==> src/rtl/raster_mem_sink_if.sv <==
// Scanner sample handshake and the single-beat Wishbone-style write bus, seen from
// the memory sink (master) or from its surroundings (slave: scanner plus memory).
interface raster_mem_sink_if #(
    parameter int unsigned DATA_WID = 24,
    parameter int unsigned BUS_WID  = 32
);
    // Scanner handshake
    logic [DATA_WID-1:0] data;
    logic                mem_commit;
    logic                mem_finished;

    // Write bus
    logic                wb_cyc;
    logic                wb_stb;
    logic                wb_we;
    logic [BUS_WID-1:0]  wb_adr;
    logic [BUS_WID-1:0]  wb_dat_w;
    logic [3:0]          wb_sel;
    logic                wb_ack;

    // The sink answers the scanner and masters the bus.
    modport master (
        input  data,
        input  mem_commit,
        output mem_finished,
        output wb_cyc,
        output wb_stb,
        output wb_we,
        output wb_adr,
        output wb_dat_w,
        output wb_sel,
        input  wb_ack
    );

    // Scanner and memory side.
    modport slave (
        output data,
        output mem_commit,
        input  mem_finished,
        input  wb_cyc,
        input  wb_stb,
        input  wb_we,
        input  wb_adr,
        input  wb_dat_w,
        input  wb_sel,
        output wb_ack
    );
endinterface

==> src/rtl/raster_mem_sink.sv <==
// Memory-side responder for the raster scanner: each committed ADC word is
// sign-extended and written into a circular word buffer in RAM. A full buffer
// withholds mem_finished, which back-pressures the scan.
module raster_mem_sink #(
    parameter int unsigned DATA_WID = 24,
    parameter int unsigned BUS_WID  = 32,
    parameter int unsigned PTR_WID  = 16
) (
    input  logic               clk,
    input  logic               rst_L,
    raster_mem_sink_if.master  bus,
    input  logic [BUS_WID-1:0] base_addr,
    input  logic [PTR_WID-1:0] buf_words,
    input  logic [PTR_WID-1:0] rd_ptr,
    input  logic               clear,
    output logic [PTR_WID-1:0] wr_ptr,
    output logic               stalled,
    output logic               cfg_err
);

    localparam logic [PTR_WID-1:0] PtrOne = PTR_WID'(1);
    localparam logic [PTR_WID-1:0] PtrTwo = PTR_WID'(2);

    typedef enum logic [1:0] {
        StIdle,
        StCheck,
        StWrite,
        StHold
    } state_e;

    state_e state_q, state_d;

    // Configuration latched by clear
    logic [BUS_WID-1:0]  base_q;
    logic [PTR_WID-1:0]  size_q;
    logic                cfg_err_q;

    // Buffer and sample state
    logic [PTR_WID-1:0]  wr_ptr_q;
    logic [DATA_WID-1:0] data_q;
    logic                stalled_q;

    // Derived control
    logic [PTR_WID-1:0]  next_ptr;
    logic                full;
    logic                take_clear;
    logic                take_commit;
    logic                bus_done;
    logic                in_write;
    logic [BUS_WID-1:0]  word_off;
    logic [BUS_WID-1:0]  sample_ext;

    // Buffer pointer arithmetic and event decode; rd_ptr is used live so a
    // consumer advance is seen in the same cycle CHECK evaluates fullness.
    always_comb begin
        next_ptr    = (wr_ptr_q == size_q - PtrOne) ? '0 : wr_ptr_q + PtrOne;
        full        = (next_ptr == rd_ptr);
        take_clear  = (state_q == StIdle) && clear;
        // clear takes priority; a coincident commit is taken on the next cycle
        take_commit = (state_q == StIdle) && !clear && bus.mem_commit && !cfg_err_q;
        bus_done    = (state_q == StWrite) && bus.wb_ack;
        in_write    = (state_q == StWrite);
        word_off    = BUS_WID'({wr_ptr_q, 2'b00});
        sample_ext  = {{(BUS_WID - DATA_WID){data_q[DATA_WID-1]}}, data_q};
    end

    // FSM state register
    always_ff @(posedge clk) begin
        if (!rst_L) begin
            state_q <= StIdle;
        end else begin
            state_q <= state_d;
        end
    end

    // FSM next-state logic
    always_comb begin
        state_d = state_q;
        unique case (state_q)
            StIdle: begin
                if (take_commit) begin
                    state_d = StCheck;
                end
            end
            StCheck: begin
                if (!bus.mem_commit) begin
                    state_d = StIdle;
                end else if (!full) begin
                    state_d = StWrite;
                end
            end
            StWrite: begin
                // An aborted commit still completes its bus cycle, then skips HOLD.
                if (bus.wb_ack) begin
                    state_d = bus.mem_commit ? StHold : StIdle;
                end
            end
            StHold: begin
                if (!bus.mem_commit) begin
                    state_d = StIdle;
                end
            end
            default: state_d = StIdle;
        endcase
    end

    // FSM outputs: bus strobes and data only while a write is in flight
    always_comb begin
        bus.mem_finished = (state_q == StHold);
        bus.wb_cyc       = in_write;
        bus.wb_stb       = in_write;
        bus.wb_we        = in_write;
        bus.wb_sel       = in_write ? 4'b1111 : 4'b0000;
        bus.wb_adr       = in_write ? base_q + word_off : '0;
        bus.wb_dat_w     = in_write ? sample_ext : '0;
    end

    // Configuration, write pointer, sample latch and stall flag
    always_ff @(posedge clk) begin
        if (!rst_L) begin
            base_q    <= '0;
            size_q    <= '0;
            cfg_err_q <= 1'b0;
            wr_ptr_q  <= '0;
            data_q    <= '0;
            stalled_q <= 1'b0;
        end else begin
            if (take_clear) begin
                base_q    <= base_addr;
                size_q    <= buf_words;
                cfg_err_q <= (buf_words < PtrTwo);
                wr_ptr_q  <= '0;
                stalled_q <= 1'b0;
            end
            if (take_commit) begin
                data_q <= bus.data;
            end
            if (state_q == StCheck) begin
                stalled_q <= bus.mem_commit && full;
            end
            if (bus_done) begin
                wr_ptr_q <= next_ptr;
            end
        end
    end

    assign wr_ptr  = wr_ptr_q;
    assign stalled = stalled_q;
    assign cfg_err = cfg_err_q;

endmodule

==> src/flat_wrapper.sv <==
// flat-port wrapper written by rule: the top's interface ports become plain ports
module raster_mem_sink_flat 
#(
    parameter int unsigned DATA_WID = 24,
    parameter int unsigned BUS_WID  = 32,
    parameter int unsigned PTR_WID  = 16
)
  (clk, rst_L, base_addr, buf_words, rd_ptr, clear, wr_ptr, stalled, cfg_err, bus_data, bus_mem_commit, bus_mem_finished, bus_wb_cyc, bus_wb_stb, bus_wb_we, bus_wb_adr, bus_wb_dat_w, bus_wb_sel, bus_wb_ack);
  raster_mem_sink_if #(.DATA_WID(DATA_WID), .BUS_WID(BUS_WID)) bus_i ();
  input  logic clk;
  input  logic rst_L;
  input  logic [BUS_WID-1:0] base_addr;
  input  logic [PTR_WID-1:0] buf_words;
  input  logic [PTR_WID-1:0] rd_ptr;
  input  logic clear;
  output logic [PTR_WID-1:0] wr_ptr;
  output logic stalled;
  output logic cfg_err;
  input wire logic [$bits(bus_i.data)-1:0] bus_data;
  input wire logic [$bits(bus_i.mem_commit)-1:0] bus_mem_commit;
  output wire logic [$bits(bus_i.mem_finished)-1:0] bus_mem_finished;
  output wire logic [$bits(bus_i.wb_cyc)-1:0] bus_wb_cyc;
  output wire logic [$bits(bus_i.wb_stb)-1:0] bus_wb_stb;
  output wire logic [$bits(bus_i.wb_we)-1:0] bus_wb_we;
  output wire logic [$bits(bus_i.wb_adr)-1:0] bus_wb_adr;
  output wire logic [$bits(bus_i.wb_dat_w)-1:0] bus_wb_dat_w;
  output wire logic [$bits(bus_i.wb_sel)-1:0] bus_wb_sel;
  input wire logic [$bits(bus_i.wb_ack)-1:0] bus_wb_ack;
  assign bus_i.data = bus_data;
  assign bus_i.mem_commit = bus_mem_commit;
  assign bus_mem_finished = bus_i.mem_finished;
  assign bus_wb_cyc = bus_i.wb_cyc;
  assign bus_wb_stb = bus_i.wb_stb;
  assign bus_wb_we = bus_i.wb_we;
  assign bus_wb_adr = bus_i.wb_adr;
  assign bus_wb_dat_w = bus_i.wb_dat_w;
  assign bus_wb_sel = bus_i.wb_sel;
  assign bus_i.wb_ack = bus_wb_ack;
  raster_mem_sink #(.DATA_WID(DATA_WID), .BUS_WID(BUS_WID), .PTR_WID(PTR_WID)) u_core (.clk(clk), .rst_L(rst_L), .bus(bus_i), .base_addr(base_addr), .buf_words(buf_words), .rd_ptr(rd_ptr), .clear(clear), .wr_ptr(wr_ptr), .stalled(stalled), .cfg_err(cfg_err));
endmodule
==> config.mk <==
export PLATFORM = sky130hd
export DESIGN_NAME = raster_mem_sink_flat
export DESIGN_NICKNAME = d
export VERILOG_FILES = /design/src/rtl/raster_mem_sink_if.sv /design/src/rtl/raster_mem_sink.sv /design/src/flat_wrapper.sv
export SDC_FILE = /design/constraint.sdc
export NUM_CORES = 1
export LEC_CHECK = 0
export ABC_AREA = 1
export BUFFER_PORTS_ARGS = -buffer_cell sky130_fd_sc_hd__buf_2
export CAP_MARGIN = 40
export CORE_MARGIN = 4
export CORE_UTILIZATION = 47
export CTS_CLUSTER_SIZE = 30
export DETAILED_ROUTE_END_ITERATION = 8
export PLACE_DENSITY = 0.77
export SYNTH_ARGS = -nofsm -noshare
export SYNTH_HDL_FRONTEND = slang
export SYNTH_SLANG_ARGS = --single-unit
==> constraint.sdc <==
create_clock -name clk -period 3.4 [get_ports clk]
set_clock_uncertainty 0.2 [all_clocks]
set_input_delay 0.68 -clock clk [delete_from_list [all_inputs] [get_ports clk]]
set_output_delay 0.68 -clock clk [all_outputs]
set_load 0.03 [all_outputs]
==> results of run 1 <==
routing by layer:
metal,vias to the layer above,track usage [%]
met4,0,8.64
met3,48,5.05
met2,246,41.3
met1,2975,32.1
li1,3358,-
met5,-,0
final timing paths:
path	startpoint	to	slack (ps)	depth (start not counted)
hold / removal	u_core.data_q[3]	u_core.data_q[3]	250	2
hold reg to reg	u_core.data_q[3]	u_core.data_q[3]	250	2
setup reg to reg	u_core.wr_ptr[1]	u_core.state_q[0]	350	20
setup / recovery	u_core.wr_ptr[0]	bus_wb_adr[20]	-400	18
state kept, by name, indices dropped and copies added (netlist names):
signal and count:
u_core.wr_ptr 16, u_core.cfg_err 1, u_core.size_q 16, u_core.state_q 2
u_core.data_q 24, u_core.stalled 1, u_core.base_q 32
area by class of cell:
| cell class | instances | area [µm²] |
|---|---|---|
| fill | 1159 | 4390 |
| multi-input combinational | 682 | 3730 |
| sequential | 92 | 1850 |
| timing repair buffer | 225 | 1310 |
| inverter | 99 | 372 |
| clock buffer | 9 | 225 |
| tap | 168 | 210 |
| clock inverter | 7 | 66.3 |
| antenna | 1 | 2.50 |
timing repair:
item                                    4_1_cts  5_1_grt
pin swaps                                     9        9
resized for setup                            35       45
buffers inserted                              7        3
cloned                                        0        1
endpoints found under the setup margin       20       22
power by group through the flow:
stage               clock network, µW  logic [µW]  registers [µW]
floorplan                           0         849            1380
global placement                    0        1090            1420
detailed placement                  0        1120            1420
CTS                              1010        1130            1400
global route                     1060        1310            1430
finish                            998        1160            1410
kinds of logic after synthesis:
logic type / count (synthesis) / share of synthesized area, %
buf+inv: 149 / 10.7
compound gates: 201 / 17.3
xor+xnor: 36 / 5.33
simple gates: 425 / 31.4
fa+ha+maj: 19 / 4.14
flops: 92 / 31.1
placed cells by master, fill, tap and decap left out, types with 19 or more instances in the layout:
cell / Yosys / routed
a21oi_1: 92 / 79
buf_2: 0 / 166
buf_4: 14 / 47
dfxtp_1: 92 / 90
inv_1: 95 / 93
nand2_1: 161 / 156
nand3_1: 34 / 28
nand3b_1: 19 / 19
nor2_1: 160 / 148
o21ai_0: 98 / 94
xor2_1: 19 / 19
stage by stage:
stage | util, % | instances | setup TNS [ps] | setup WS (ps) | area [µm²]
3_3_place_gp | 58.7 | 1258 | -224 | -65.5 | 7130
4_1_cts | 62.4 | 1279 | -3720 | -300 | 7590
5_1_grt | 63.9 | 1283 | -5530 | -530 | 7770
3_5_place_dp | 58.7 | 1258 | -484 | -106 | 7130
2_1_floorplan | - | 922 | -21.0 | -21.0 | 6000
6_report | 63.9 | 1283 | -2810 | -397 | 7770
worst max-delay path, cell delays in order (launching register included):
cell and delay [ps]:
dfxtp_4 360, ha_4 160, fa_2 350, nand3_2 80, nand3_2 70, nand2_1 60, nand2_1 60, a21oi_2 180
o21ai_2 80, inv_1 80, nor2_2 40, nor2_2 110, o21ai_2 90, a21oi_4 300, nor2_4 100, nand2_2 100
nand2_2 70, nor2_4 130, buf_6 140
==> impl_metrics.ini, run 1 <==
[outcome]
outcome = complete, but fails checks
violations = negative setup slack

[finish]
drive_gt1_share_pct = 29.2
area_growth_syn_to_layout_pct = 31.3
final_nets = 1221

[logic_synthesis]
synth_cells = 922
yosysTopAreaCell = dfxtp_1
ys_top_cells_by_count = nand2_1 (161), nor2_1 (160), o21ai_0 (98)
ys_warn_count = 0
synth-main-ff-cell = dfxtp_1
synthTopCellsByArea = dfxtp_1 (31%), nand2_1 (10%), nor2_1 (10%), o21ai_0 (8.3%), a21oi_1 (7.8%)
syn-num-nets = 1034
synth_cell_types = 39
syn_area_per_cell_um2 = 6.42
synth_seq_cells = 92
yosysTopAreaCellShare_pct = 31.1
async_flop_share_pct = 0
synth_area_um2 = 5920
synth_edf_count = 0
yosysMostFrequentCell = nand2_1
ys_seq_area_share_pct = 31.1

[power]
leakagePower_uw = 0.00366
intPower_uw = 2170
p_sw_uw = 1400
combPwrFrac_pct = 32.4
pwr-share-seq_pct = 39.6
power_uw = 3570
clkPwrFrac_pct = 28.0
p_sw_share_pct = 39.2
powerDensity_nw_per_um2 = 459
vdd_ir_drop_max_mv = 0.290

[clock_tree]
path_clk_slew_ps = 70
clkSinkCount = 92
h-tree-depth = 3
root_buffer = clkbuf_16
cts_made_buffers = 9
hold_buffers = 0
clock_latency_ps = 350
clock_path_buffers = 2
cts_tree = yes

[placement]
place.gp.congestion = 0.932
port_buffers = 182
dp.final_hpwl_mm = 14.1

[global_routing]
track_usage_pct = 24.8
grt_max_degree = 50
grt_pass1_wl_mm = 29.1
grt.overflow.total = 0
grt_antenna_before_repair = 1
grt_pass1_vias = 6005

[route]
vias = 6627
drtAntennaViolNets = 0
wl_met1_mm = 8.25
dr_wl_met3_mm = 1.24
viasPerCell = 5.17
drt_iter0_markers = 560
wirelength_mm = 19.0
wl_met2_mm = 8.88
drt-wirelength-per-cell_um = 14.8
dr.pass1.iters = 5
highest_layer = met4
remaining_drc_errors = 0

[critical_path]
crit_path_start_kind = flip-flop
endpoint_kind = output pin
crit_fanout = 5
required_ps = 2520
path_class = reg2out
crit_arrival_ps = 2920

[sta]
hold_violations = 0
setup_viol = 14
fin_crit_sh_pct = 112
setup_ws_ps = -397
fmax_ghz = 0.263
worst_pin_slew_ps = 593
period_needed_ps = 3800
drv_slew = 0
rsz0062_at_grt = true
relSlewSlack_pct = 60.4
timing.hold.ws_ps = 252

[die]
dieArea_um2 = 14500
core_area_um2 = 12200
die_h_um = 120
ios = 183
rows = 40
die_w_um = 120
initial_core_util_pct = 48.7

[run]
maxCapViolations = 0

[min_path]
hp-class = reg2reg
Power figures use the tool's default switching activity.
==> run 2: changes to the inputs <==
--- a/config.mk
+++ b/config.mk
@@ -8,6 +8,7 @@
 export ABC_AREA = 1
 export BUFFER_PORTS_ARGS = -buffer_cell sky130_fd_sc_hd__buf_2
 export CAP_MARGIN = 40
+export CORE_ASPECT_RATIO = 0.5
 export CORE_MARGIN = 4
 export CORE_UTILIZATION = 47
 export CTS_CLUSTER_SIZE = 30
@@ -16,3 +17,4 @@
 export SYNTH_ARGS = -nofsm -noshare
 export SYNTH_HDL_FRONTEND = slang
 export SYNTH_SLANG_ARGS = --single-unit
+export TNS_END_PERCENT = 50
==> impl_metrics.ini, run 2 (synthesized netlist as in run 1, its figures left out) <==
[critical_path]
crit_arrival_ps = 2910
crit_fanout = 4
required_ps = 2520
endpoint_kind = output pin
crit_path_start_kind = flip-flop
path_class = reg2out

[finish]
final-instance-count-excl-fill = 1275
final_cell_mix = buf_2 (168), nand2_1 (155), nor2_1 (149)
fillers = 1081
final_common_cell = buf_2
insertedDiodeCount = 0
seqCellArea_um2 = 1850
largest_reg_flops = 32
area_growth_syn_to_layout_pct = 30.4
final_nets = 1218
drive_gt1_share_pct = 28.0
multi_input_area_um2 = 3680
reg_top3 = u_core.base_q (32), u_core.data_q (24)
final_util_pct = 64.0
regMostFlops = u_core.base_q

[power]
intPower_uw = 2290
clkPwrFrac_pct = 29.8
combPwrFrac_pct = 31.8
p_sw_uw = 1350
powerDensity_nw_per_um2 = 471
pwr-share-seq_pct = 38.4
p_sw_share_pct = 37.2
leakagePower_uw = 0.00368
vdd_ir_drop_max_mv = 0.256

[die]
ios = 183
dieArea_um2 = 14600
rows = 28
initial_core_util_pct = 49.1
die_h_um = 87.3
core_area_um2 = 12100
die_w_um = 167

[route]
dr.pass1.iters = 5
remaining_drc_errors = 0
viasPerCell = 5.26
drt_iter0_markers = 436
wirelength_mm = 19.4
vias = 6710
drt-wirelength-per-cell_um = 15.3
drtAntennaViolNets = 0

[global_routing]
grt_max_degree = 75
grt.overflow.total = 0
track_usage_pct = 25.4
grt_antenna_before_repair = 0
grt_pass1_wl_mm = 29.8
grt_pass1_vias = 6101

[sta]
worst_pin_slew_ps = 644
timing.hold.ws_ps = 252
fmax_ghz = 0.264
setup_viol = 19
relSlewSlack_pct = 57.1
tns_ps = -3890
fin_crit_sh_pct = 111
period_needed_ps = 3790
setup_ws_ps = -390
hold_violations = 0
drv_slew = 0
rsz0062_at_grt = true

[clock_tree]
cts_tree = yes
clkSinkCount = 92
hold_buffers = 0
cts_made_buffers = 9
root_buffer = clkbuf_16
clock_path_buffers = 2
clock_latency_ps = 340
h-tree-depth = 3
path_clk_slew_ps = 70

[placement]
dp.final_hpwl_mm = 13.9
port_buffers = 182
dpl.cell_count = 1249
place.gp.congestion = 0.902

[run]
maxCapViolations = 0

[outcome]
outcome = complete, but fails checks
violations = negative setup slack

[min_path]
hp-class = reg2reg
## run 2: worst max-delay path, cell delays in order (launching register included)
cell     delay, ps
dfxtp_4        350
ha_4           160
fa_2           350
nand3_2         70
nand3_2         80
nand2_2         80
nand2_2         80
a21oi_4        150
o21ai_2         80
inv_1           80
nor2_2          50
nor2_4         140
o21ai_2        100
a21oi_4        280
buf_6          150
o21ai_2         50
a21oi_2        160
buf_6          160
## run 2: power by group through the flow
stage | registers [µW] | clock network [µW] | logic, µW
after detailed placement | 1410 | 0 | 1120
after CTS | 1390 | 1090 | 1130
after global routing | 1420 | 1140 | 1300
after global placement | 1410 | 0 | 1090
final | 1400 | 1080 | 1160
after floorplan | 1380 | 0 | 848
## run 2: metal layers
layer  share of wire [%]  track usage [%]  routed length, µm
met4                 2.0             7.05                381
met3                 8.9             6.71               1730
met1                  45             33.9               8720
met5                   0                0                  0
met2                  44             41.2               8620
## run 2: final cells by class
type	instances	share of cell area [%]
clock inverter	6	1.15
inverter	99	4.85
sequential	92	23.9
timing repair buffer	223	16.7
tap	165	2.68
clock buffer	9	2.92
multi-input combinational	681	47.7
## run 2: timing repair
item / in CTS / in global routing
buffers inserted: 8 / 5
gates cloned: 0 / 0
pin swaps: 10 / 12
resized for setup: 40 / 29
setup endpoints to repair: 20 / 21
## run 2: metrics by stage
step	worst slack (ps)	cell area [µm²]	power [µW]
floorplan	-21.0	6000	2230
global placement	-115	7080	2490
detailed placement	-178	7080	2530
CTS	-304	7590	3620
global route	-528	7720	3860
finish	-390	7720	3640
## run 2: final timing paths
path / start / to / slack (ps) / depth (start not counted)
hold reg to reg: u_core.data_q[17] / u_core.data_q[17] / 250 / 2
hold / removal: u_core.data_q[17] / u_core.data_q[17] / 250 / 2
setup reg to reg: u_core.size_q[0] / u_core.state_q[0] / 330 / 21
setup / recovery: u_core.wr_ptr[0] / bus_wb_adr[18] / -390 / 17
==> run 3: changes to the inputs <==
--- a/config.mk
+++ b/config.mk
@@ -6,7 +6,7 @@
 export NUM_CORES = 1
 export LEC_CHECK = 0
 export ABC_AREA = 1
-export BUFFER_PORTS_ARGS = -buffer_cell sky130_fd_sc_hd__buf_2
+export BUFFER_PORTS_ARGS = -buffer_cell sky130_fd_sc_hd__clkbuf_2
 export CAP_MARGIN = 40
 export CORE_ASPECT_RATIO = 0.5
 export CORE_MARGIN = 4
==> impl_metrics.ini, run 3 (synthesized netlist as in run 1, its figures left out) <==
[critical_path]
required_ps = 2520
crit_arrival_ps = 2930
cp_top_family = compound AO/OA/AOI/OAI gates
crit_path_start_kind = flip-flop
path_class = reg2out
crit_fanout = 5
r2r_end = u_core.state_q[0]
endpoint_kind = output pin
reg2reg_from = u_core.size_q[0]
crit_chain = ha_4, fa_2, nand3_2, nand3_2, nand2_2, nand2_2, a21oi_2, o21ai_2, inv_1, nor2_1, nor2_2, o21ai_2, a21oi_4, nor2_4, a31oi_2, nor2_4, buf_8
path_buf_inv = 2
r2r_cells = 20
crit_start = u_core.wr_ptr[0]
worst-path-stages = 17
endpoint = bus_wb_adr[22]
cp_slowest_cell = dfxtp_4
cpPeakStageDelay_ps = 350
r2r_slack_ps = 310

[clock_tree]
cts_tree = yes
path_clk_slew_ps = 70
hold_buffers = 0
cts_made_buffers = 9
root_buffer = clkbuf_16
clock_latency_ps = 350
h-tree-depth = 3
clock_path_buffers = 2
clkSinkCount = 92

[die]
initial_core_util_pct = 49.1
die_w_um = 167
die_h_um = 87.3
core_area_um2 = 12100
ios = 183
rows = 28
dieArea_um2 = 14600

[route]
drtAntennaViolNets = 0
drt_iter0_markers = 546
drt-wirelength-per-cell_um = 15.2
remaining_drc_errors = 0
viasPerCell = 5.23
vias = 6689
wirelength_mm = 19.5
dr.pass1.iters = 5

[sta]
rsz0062_at_grt = true
hold_violations = 0
fin_crit_sh_pct = 112
drv_slew = 0
fmax_ghz = 0.262
tns_ps = -3450
setup_viol = 15
setup_ws_ps = -412
relSlewSlack_pct = 57.3
period_needed_ps = 3810
worst_pin_slew_ps = 641
timing.hold.ws_ps = 254

[finish]
final-instance-count-excl-fill = 1278
final_common_cell = clkbuf_2
area_growth_syn_to_layout_pct = 32.1
reg_top3 = u_core.base_q (32), u_core.data_q (24)
largest_reg_flops = 32
regMostFlops = u_core.base_q
final_cell_mix = clkbuf_2 (162), nand2_1 (154), nor2_1 (151)
final_nets = 1220
drive_gt1_share_pct = 28.8
insertedDiodeCount = 0

[placement]
dp.final_hpwl_mm = 14.3
place.gp.congestion = 0.904
port_buffers = 182
pre_cts_slack_ps = -97.0
dpl.cell_count = 1253

[global_routing]
grt.overflow.total = 0
grt_pass1_wl_mm = 30.8
track_usage_pct = 26.1
grt_pass1_vias = 6186
grt_max_degree = 75
grt_antenna_before_repair = 0

[run]
maxCapViolations = 0

[power]
vdd_ir_drop_max_mv = 0.274
powerDensity_nw_per_um2 = 463
leakagePower_uw = 0.00365

[outcome]
violations = negative setup slack
outcome = complete, but fails checks

[min_path]
hp-class = reg2reg
==> run 3: changes by cell type in the layout (fill, tap and decap cells not counted), moves of 2 or more <==
cell and change:
buf_2 -167, clkbuf_2 +162, clkbuf_4 +5, buf_4 -4, buf_8 +4, clkbuf_8 +4
inv_6 +4, a21oi_1 -2, buf_6 -2, inv_2 +2, inv_4 -2, nor2_1 +2
o21ai_1 +2
==> run 3: worst min-delay path by stage <==
stage,startpoint,to,cells after the start
4_1_cts,u_core.data_q[17],u_core.data_q[17],2
3_3_place_gp,u_core.data_q[3],u_core.data_q[3],2
5_1_grt,u_core.data_q[5],u_core.data_q[5],2
3_5_place_dp,u_core.data_q[17],u_core.data_q[17],2
6_report,u_core.data_q[17],u_core.data_q[17],2
2_1_floorplan,u_core.base_q[0],u_core.base_q[0],2
==> run 3: metrics by stage <==
| stage | power [µW] | utilization (%) | cell area, µm² |
|---|---|---|---|
| 2_1_floorplan | 2230 | - | 6000 |
| 3_3_place_gp | 2500 | 59.0 | 7110 |
| 3_5_place_dp | 2540 | 59.0 | 7110 |
| 4_1_cts | 3600 | 63.6 | 7670 |
| 5_1_grt | 3860 | 64.9 | 7820 |
| 6_report | 3620 | 64.9 | 7820 |
==> run 3: final cells by class <==
type                    instances  area, µm²
fillers                      1082       4240
multi-input cells             681       3720
flip-flops and latches         92       1850
repair buffers                225       1370
inverters                      99        372
clock buffers                   9        225
well taps                     165        206
clock inverters                 7       78.8
==> run 3: repair_timing <==
item,in CTS,in global routing
pin swaps,9,17
endpoints found under the setup margin,21,22
resized for setup,47,51
buffers inserted,9,2
==> run 3: worst min-delay path: stages, from the launching register on <==
cell and delay (ps):
dfxtp_1 300, inv_1 60, a21oi_1 50
==> run 3: report_power, final <==
| part | internal (µW) | leakage, µW | switching, µW | total, µW |
|---|---|---|---|---|
| combinational | 401 | 0.00274 | 771 | 1170 |
| clock | 581 | 0.000151 | 461 | 1040 |
| sequential | 1250 | 0.000758 | 151 | 1400 |
| total | 2230 | 0.00365 | 1380 | 3620 |
==> run 3: layer usage <==
metal / part of all wire, % / global-route usage, % / vias up / routed length, µm
li1: - / - / 3346 / -
met1: 45 / 34.9 / 3054 / 8760
met2: 45 / 41.9 / 258 / 8680
met5: 0 / 0 / - / 0
met4: 2.0 / 6.98 / 0 / 396
met3: 8.5 / 7.39 / 31 / 1660
